[src/rtl/fetch_buffer_stage.sv]
// Instruction fetch front end: issues in-order fetch requests, absorbs the
// responses into a small first-word-fall-through queue and presents the head to decode.
module fetch_buffer_stage #(
    parameter int                    ADDR_WIDTH = 32,
    parameter int                    DATA_WIDTH = 32,
    parameter int                    DEPTH      = 4,
    parameter logic [ADDR_WIDTH-1:0] RESET_PC   = '0,
    parameter logic [DATA_WIDTH-1:0] NOP_INS    = 32'h00000013
) (
    input  logic                      clk,
    input  logic                      rst,
    input  logic                      PCSrc_E,
    input  logic [ADDR_WIDTH-1:0]     PCTarget_E,
    output logic                      imem_req_valid_o,
    input  logic                      imem_req_ready_i,
    output logic [ADDR_WIDTH-1:0]     imem_req_addr_o,
    input  logic                      imem_rsp_valid_i,
    input  logic [DATA_WIDTH-1:0]     imem_rsp_data_i,
    input  logic                      IF_ID_Write,
    output logic                      Valid_D,
    output logic [DATA_WIDTH-1:0]     Ins_D,
    output logic [ADDR_WIDTH-1:0]     PC_D,
    output logic [ADDR_WIDTH-1:0]     PC_4D,
    output logic [$clog2(DEPTH):0]    fill_level_o
);

    localparam int                    PW      = $clog2(DEPTH);
    localparam int                    CW      = PW + 1;
    localparam logic [CW:0]           DEPTH_L = (CW + 1)'(DEPTH);
    localparam logic [CW-1:0]         CNT_ONE = CW'(1);
    localparam logic [PW-1:0]         PTR_ONE = PW'(1);
    localparam logic [ADDR_WIDTH-1:0] PC_STEP = ADDR_WIDTH'(4);

    logic [ADDR_WIDTH-1:0] fetch_pc_reg, fetch_pc_next;
    logic [ADDR_WIDTH-1:0] rsp_pc_reg, rsp_pc_next;
    logic [CW-1:0]         outstanding_reg, outstanding_next;
    logic [CW-1:0]         drop_reg, drop_next;
    logic [CW-1:0]         count_reg, count_next;
    logic [PW-1:0]         rd_ptr_reg, rd_ptr_next;
    logic [PW-1:0]         wr_ptr_reg, wr_ptr_next;

    logic [DATA_WIDTH-1:0] ins_mem [DEPTH];
    logic [ADDR_WIDTH-1:0] pc_mem  [DEPTH];

    logic [CW:0] occ_sum;
    logic        req_valid;
    logic        req_fire;
    logic        drop_active;
    logic        rsp_keep;
    logic        head_valid;
    logic        pop;

    // Requests are throttled by queue slots already promised to in-flight fetches.
    assign occ_sum     = {1'b0, count_reg} + {1'b0, outstanding_reg};
    assign req_valid   = !rst && !PCSrc_E && (occ_sum < DEPTH_L);
    assign req_fire    = req_valid && imem_req_ready_i;
    assign drop_active = (drop_reg != '0);
    assign rsp_keep    = imem_rsp_valid_i && !drop_active && !PCSrc_E && !rst;
    assign head_valid  = !rst && (count_reg != '0);
    assign pop         = head_valid && IF_ID_Write && !PCSrc_E;

    always_comb begin
        outstanding_next = outstanding_reg;
        case ({req_fire, imem_rsp_valid_i})
            2'b10:   outstanding_next = outstanding_reg + CNT_ONE;
            2'b01:   outstanding_next = outstanding_reg - CNT_ONE;
            default: outstanding_next = outstanding_reg;
        endcase
    end

    // A redirect marks every fetch still in flight (beyond this cycle's response) as stale.
    always_comb begin
        drop_next = drop_reg;
        if (PCSrc_E) begin
            drop_next = outstanding_reg - CW'(imem_rsp_valid_i);
        end else if (imem_rsp_valid_i && drop_active) begin
            drop_next = drop_reg - CNT_ONE;
        end
    end

    always_comb begin
        count_next  = count_reg;
        rd_ptr_next = rd_ptr_reg;
        wr_ptr_next = wr_ptr_reg;
        if (PCSrc_E) begin
            count_next  = '0;
            rd_ptr_next = wr_ptr_reg;
        end else begin
            if (rsp_keep) begin
                wr_ptr_next = wr_ptr_reg + PTR_ONE;
            end
            if (pop) begin
                rd_ptr_next = rd_ptr_reg + PTR_ONE;
            end
            case ({rsp_keep, pop})
                2'b10:   count_next = count_reg + CNT_ONE;
                2'b01:   count_next = count_reg - CNT_ONE;
                default: count_next = count_reg;
            endcase
        end
    end

    always_comb begin
        fetch_pc_next = fetch_pc_reg;
        rsp_pc_next   = rsp_pc_reg;
        if (PCSrc_E) begin
            fetch_pc_next = PCTarget_E;
            rsp_pc_next   = PCTarget_E;
        end else begin
            if (req_fire) begin
                fetch_pc_next = fetch_pc_reg + PC_STEP;
            end
            if (rsp_keep) begin
                rsp_pc_next = rsp_pc_reg + PC_STEP;
            end
        end
    end

    always_ff @(posedge clk) begin
        if (rst) begin
            fetch_pc_reg    <= RESET_PC;
            rsp_pc_reg      <= RESET_PC;
            outstanding_reg <= '0;
            drop_reg        <= '0;
            count_reg       <= '0;
            rd_ptr_reg      <= '0;
            wr_ptr_reg      <= '0;
        end else begin
            fetch_pc_reg    <= fetch_pc_next;
            rsp_pc_reg      <= rsp_pc_next;
            outstanding_reg <= outstanding_next;
            drop_reg        <= drop_next;
            count_reg       <= count_next;
            rd_ptr_reg      <= rd_ptr_next;
            wr_ptr_reg      <= wr_ptr_next;
        end
    end

    // Queue slots carry no reset; occupancy alone decides what is visible.
    genvar gi;
    generate
        for (gi = 0; gi < DEPTH; gi++) begin : g_slot
            always_ff @(posedge clk) begin
                if (rsp_keep && (wr_ptr_reg == PW'(gi))) begin
                    ins_mem[gi] <= imem_rsp_data_i;
                    pc_mem[gi]  <= rsp_pc_reg;
                end
            end
        end
    endgenerate

    assign imem_req_valid_o = req_valid;
    assign imem_req_addr_o  = fetch_pc_reg;
    assign Valid_D          = head_valid;
    assign Ins_D            = head_valid ? ins_mem[rd_ptr_reg] : NOP_INS;
    assign PC_D             = head_valid ? pc_mem[rd_ptr_reg] : '0;
    assign PC_4D            = head_valid ? (pc_mem[rd_ptr_reg] + PC_STEP) : '0;
    assign fill_level_o     = rst ? '0 : count_reg;

endmodule

[config.mk]
export PLATFORM = sky130hd
export DESIGN_NAME = fetch_buffer_stage
export DESIGN_NICKNAME = d
export VERILOG_FILES = /design/src/rtl/fetch_buffer_stage.sv
export SDC_FILE = /design/constraint.sdc
export NUM_CORES = 1
export LEC_CHECK = 0
export CAP_MARGIN = 30
export CORE_AREA = 2 2 126 250
export CTS_CLUSTER_DIAMETER = 100
export CTS_CLUSTER_SIZE = 16
export DETAILED_ROUTE_END_ITERATION = 16
export DIE_AREA = 0 0 128 252
export PLACE_DENSITY = 0.75
export SLEW_MARGIN = 25
export SYNTH_ARGS = -nofsm -noshare
export SYNTH_HDL_FRONTEND = slang
export SYNTH_SLANG_ARGS = --single-unit
[constraint.sdc]
create_clock -name clk -period 2.8 [get_ports clk]
set_input_delay 0.42 -clock clk [delete_from_list [all_inputs] [get_ports clk]]
set_output_delay 0.42 -clock clk [all_outputs]
set_load 0.01 [all_outputs]
==> metrics.md, run 1 <==
| Metric | Value |
|---|---|
| Status | `complete, but fails checks` |
| Failing checks | `setup timing` |
| P_leak | `6.35 nW` |
| GR Util met3 | `2.14%` |
| Mapped Area | `0.0149 sq mm` |
| Rel. slew slack | `35.4%` |
| CP max stage delay | `0.57 ns` |
| Reg2reg end | `imem_req_addr_o[19]$_SDFFE_PP0P_` |
| CP delay by family, top | `simple AND/OR/NAND/NOR gates` |
| Nets | `1433` |
| Crit path to | `PC_4D[31]` |
| Initial antenna violation count | `0` |
| Hold Vio Cnt, Final | `0` |
| WS Path Type | `flop to primary output` |
| Total CTS buffers | `24` |
| Synth Register Bits | `335` |
| Via count | `10100` |
| Hold buffers post-CTS | `0` |
| # diodes | `0` |
| Num Clock Sinks | `335` |
| Post-layout instance area | `0.0188 sq mm` |
| Clk buf depth | `3` |
| Clk slew on worst S/H paths | `0.07 ns` |
| Die H | `252 um` |
| CP endpoint kind | `primary output` |
| Cell count after synthesis | `1086` |
| Max VDD drop | `407 uV` |
| GR met1 Demand/Resource | `24.1%` |
| Post-layout min period | `3.38 ns` |
| Grt met2 use | `42.6%` |
| IO buf count | `202` |
| R2R Setup Slk | `0.34 ns` |
| Crit path max-delay cell type | `or4_4` |
| Final WL | `35800 um` |
| Worst endpoint required time | `2.38 ns` |
| Hold slack | `0.226 ns` |
| IO Pins | `203` |
| CTS tree | `done` |
| Initial Utilization | `49.4%` |
| Die area | `0.0323 sq mm` |
| Register Area | `0.00927 sq mm` |
| R2r startpoint | `count_reg[1]$_SDFFE_PP0P_` |
| Setup tns final | `-24.21 ns` |
| Detailed-route wire length per cell | `20.7 um` |
| Top flop regs | `ins_mem (128), pc_mem (128)` |
| CP most frequent cell | `buf_6` |
| Top-count cell post-synth | `edfxtp_1` |
| Initial DRC Count | `576` |
| Post-DP Area | `0.0179 sq mm` |
| DRT antenna net count | `0` |
| Yosys synthesis warning count | `0` |
| Pin count of the biggest net entering global routing | `65` |
| Critical Path Stages | `8` |
| All-Layer GR Usage | `21.9%` |
| Clk_skew | `0.0127 ns` |
| Hold Path Depth | `2` |
| Worst slew pin tran | `0.966 ns` |
| R2R depth | `8` |
| Num rows | `90` |
| Hold WC Path Type | `input pin to flop` |
| Vias in the first global route | `10300` |
| DR DRC count | `0` |
| Most common flop cell mapped by yosys | `edfxtp_1` |
| Unique masters post-synth | `61` |
| Synth top area share | `51.6%` |
| P&R area growth vs syn | `26.1%` |
| H-tree levels | `1` |
| Synthesized area per cell | `13.7 sq um` |
| Share of layout cells above drive strength 1 | `19.2%` |
| Part of the Yosys area used for sequential elements | `62.2%` |
| Post-synth top area cell | `edfxtp_1` |
| Grt peak-use layer | `met2` |
| Root buf cell | `clkbuf_16` |
| First-pass DRT Iterations | `6` |
| Post-synth EDFFs | `256` |
| Syn nets | `1173` |
| Fmax | `296 MHz` |
| Number of fill cells | `2305` |
| Startpoint Class | `flop` |
| Worst-Skew Late Latency | `0.53 ns` |
| Setup Viol. Count Final | `82` |
| Final worst slack | `-0.576 ns` |
| Total grt overflow | `0` |
| Final Cycle Share | `121%` |
| First-pass GRT wire length | `55300 um` |
| Crit-path max FO | `7` |
| Area of the multi-input gates | `0.00543 sq mm` |
| Worst hold start | `rst` |
| RSZ-0062 raised after global routing | `true` |
| Max Cap Viol | `0` |
| Die width | `128 um` |
| Critical Path, Cell by Cell | `buf_12 > mux4_2 > buf_6 > nand3_2 > or4_4 > or3_4 > a21oi_4 > buf_6` |
| WP buf/inv | `3` |
| Hpwl dp | `25400 um` |
| Synth area leaders | `edfxtp_1, dfxtp_1, mux4_2` |
| Final GP Congestion | `0.910` |
| Core ar. | `0.0302 sq mm` |
| Slew Limit Fails | `0` |
| Via density | `5.86` |
| Share of synthesized registers carrying an async set or reset | `0%` |
| Post-synth top cells | `edfxtp_1, dfxtp_1, and2_1` |
| Crit path arrival time | `2.96 ns` |
| Pwr Density | `524 mW/mm^2` |
report_power, final:
part           internal [mW]  switching, mW
logic                  0.517          0.476
registers               5.47          0.129
clock network           1.68           1.58
total                   7.66           2.19
routing by layer:
| layer | vias up | wire (um) |
|---|---|---|
| li1 | 4698 | - |
| met1 | 5055 | 13000 |
| met2 | 318 | 20200 |
| met3 | 76 | 1350 |
| met4 | 0 | 1260 |
| met5 | - | 0 |
layout by cell type (no fill, tap or decap), types with 11 or more instances in the layout:
cell type / n
clkdlybuf4s50_1: 159
nand3_1: 32
nand2_1: 59
and3_1: 16
and2_1: 72
buf_12: 12
a31oi_1: 19
ha_1: 14
dlygate4sd2_1: 14
buf_2: 14
a21oi_1: 38
mux4_2: 62
a211oi_1: 19
clkbuf_16: 25
buf_6: 11
nor2_1: 56
inv_1: 16
xor2_1: 23
edfxtp_1: 256
clkbuf_1: 19
o21ai_0: 25
nand4_1: 27
xnor2_1: 29
nor3_1: 16
dfxtp_1: 77
buf_4: 77
stage by stage:
stage | cells | utilization [%] | setup WS, ns | power (mW)
after floorplan | 1086 | - | -0.00216 | 6.20
after global placement | 1682 | 59.4 | -0.582 | 6.63
after detailed placement | 1682 | 59.4 | -0.617 | 6.66
after CTS | 1733 | 61.9 | -0.639 | 9.92
after global routing | 1732 | 62.2 | -0.645 | 10.2
final | 1732 | 62.2 | -0.576 | 9.85
worst min path at each step:
stage / to
6_report: imem_req_addr_o[1]$_SDFFE_PP0P_
5_1_grt: imem_req_addr_o[1]$_SDFFE_PP0P_
4_1_cts: imem_req_addr_o[0]$_SDFFE_PP0P_
3_5_place_dp: imem_req_addr_o[0]$_SDFFE_PP0P_
3_3_place_gp: imem_req_addr_o[0]$_SDFFE_PP0P_
2_1_floorplan: pc_mem[0][0]$_DFFE_PP_
cell families after synthesis:
family	count (synthesis)	share of synthesized area (%)
fa+ha+maj	17	1.53
xor+xnor	52	3.06
mux	71	10.3
simple gates	366	13.6
compound gates	159	6.78
buf+inv	86	2.51
flops	335	62.2
worst register-to-register path: cells and delay by family, from the launching register on:
kind | cells | cell delay [ns]
compound gates | 2 | 0.51
fa+ha+maj | 1 | 0.27
buf+inv | 2 | 0.26
flops | 1 | 0.42
mux | 1 | 0.36
simple gates | 2 | 0.57
cell type report:
class | count | share of cell area (%)
sequential | 335 | 49.4
multi-input combinational | 665 | 28.9
timing repair buffer | 300 | 15.1
clock buffer | 44 | 3.71
tap | 368 | 2.45
inverter | 20 | 0.406
timing repair:
item | in CTS | in global routing
endpoints found under the setup margin | 97 | 86
buffers inserted | 7 | 1
hold endpoints to repair | 0 | 0
gates cloned | 0 | 0
resized for setup | 133 | 48
pin swaps | 16 | 15
(Power assumes the default switching activity.)
==> run 2: changes to the inputs <==
CTS_CLUSTER_DIAMETER = 120   (was 100)
TNS_END_PERCENT = 100   (was unset)
==> results of run 2 <==
Final layout, timing and power as in run 1 (identical DEF).
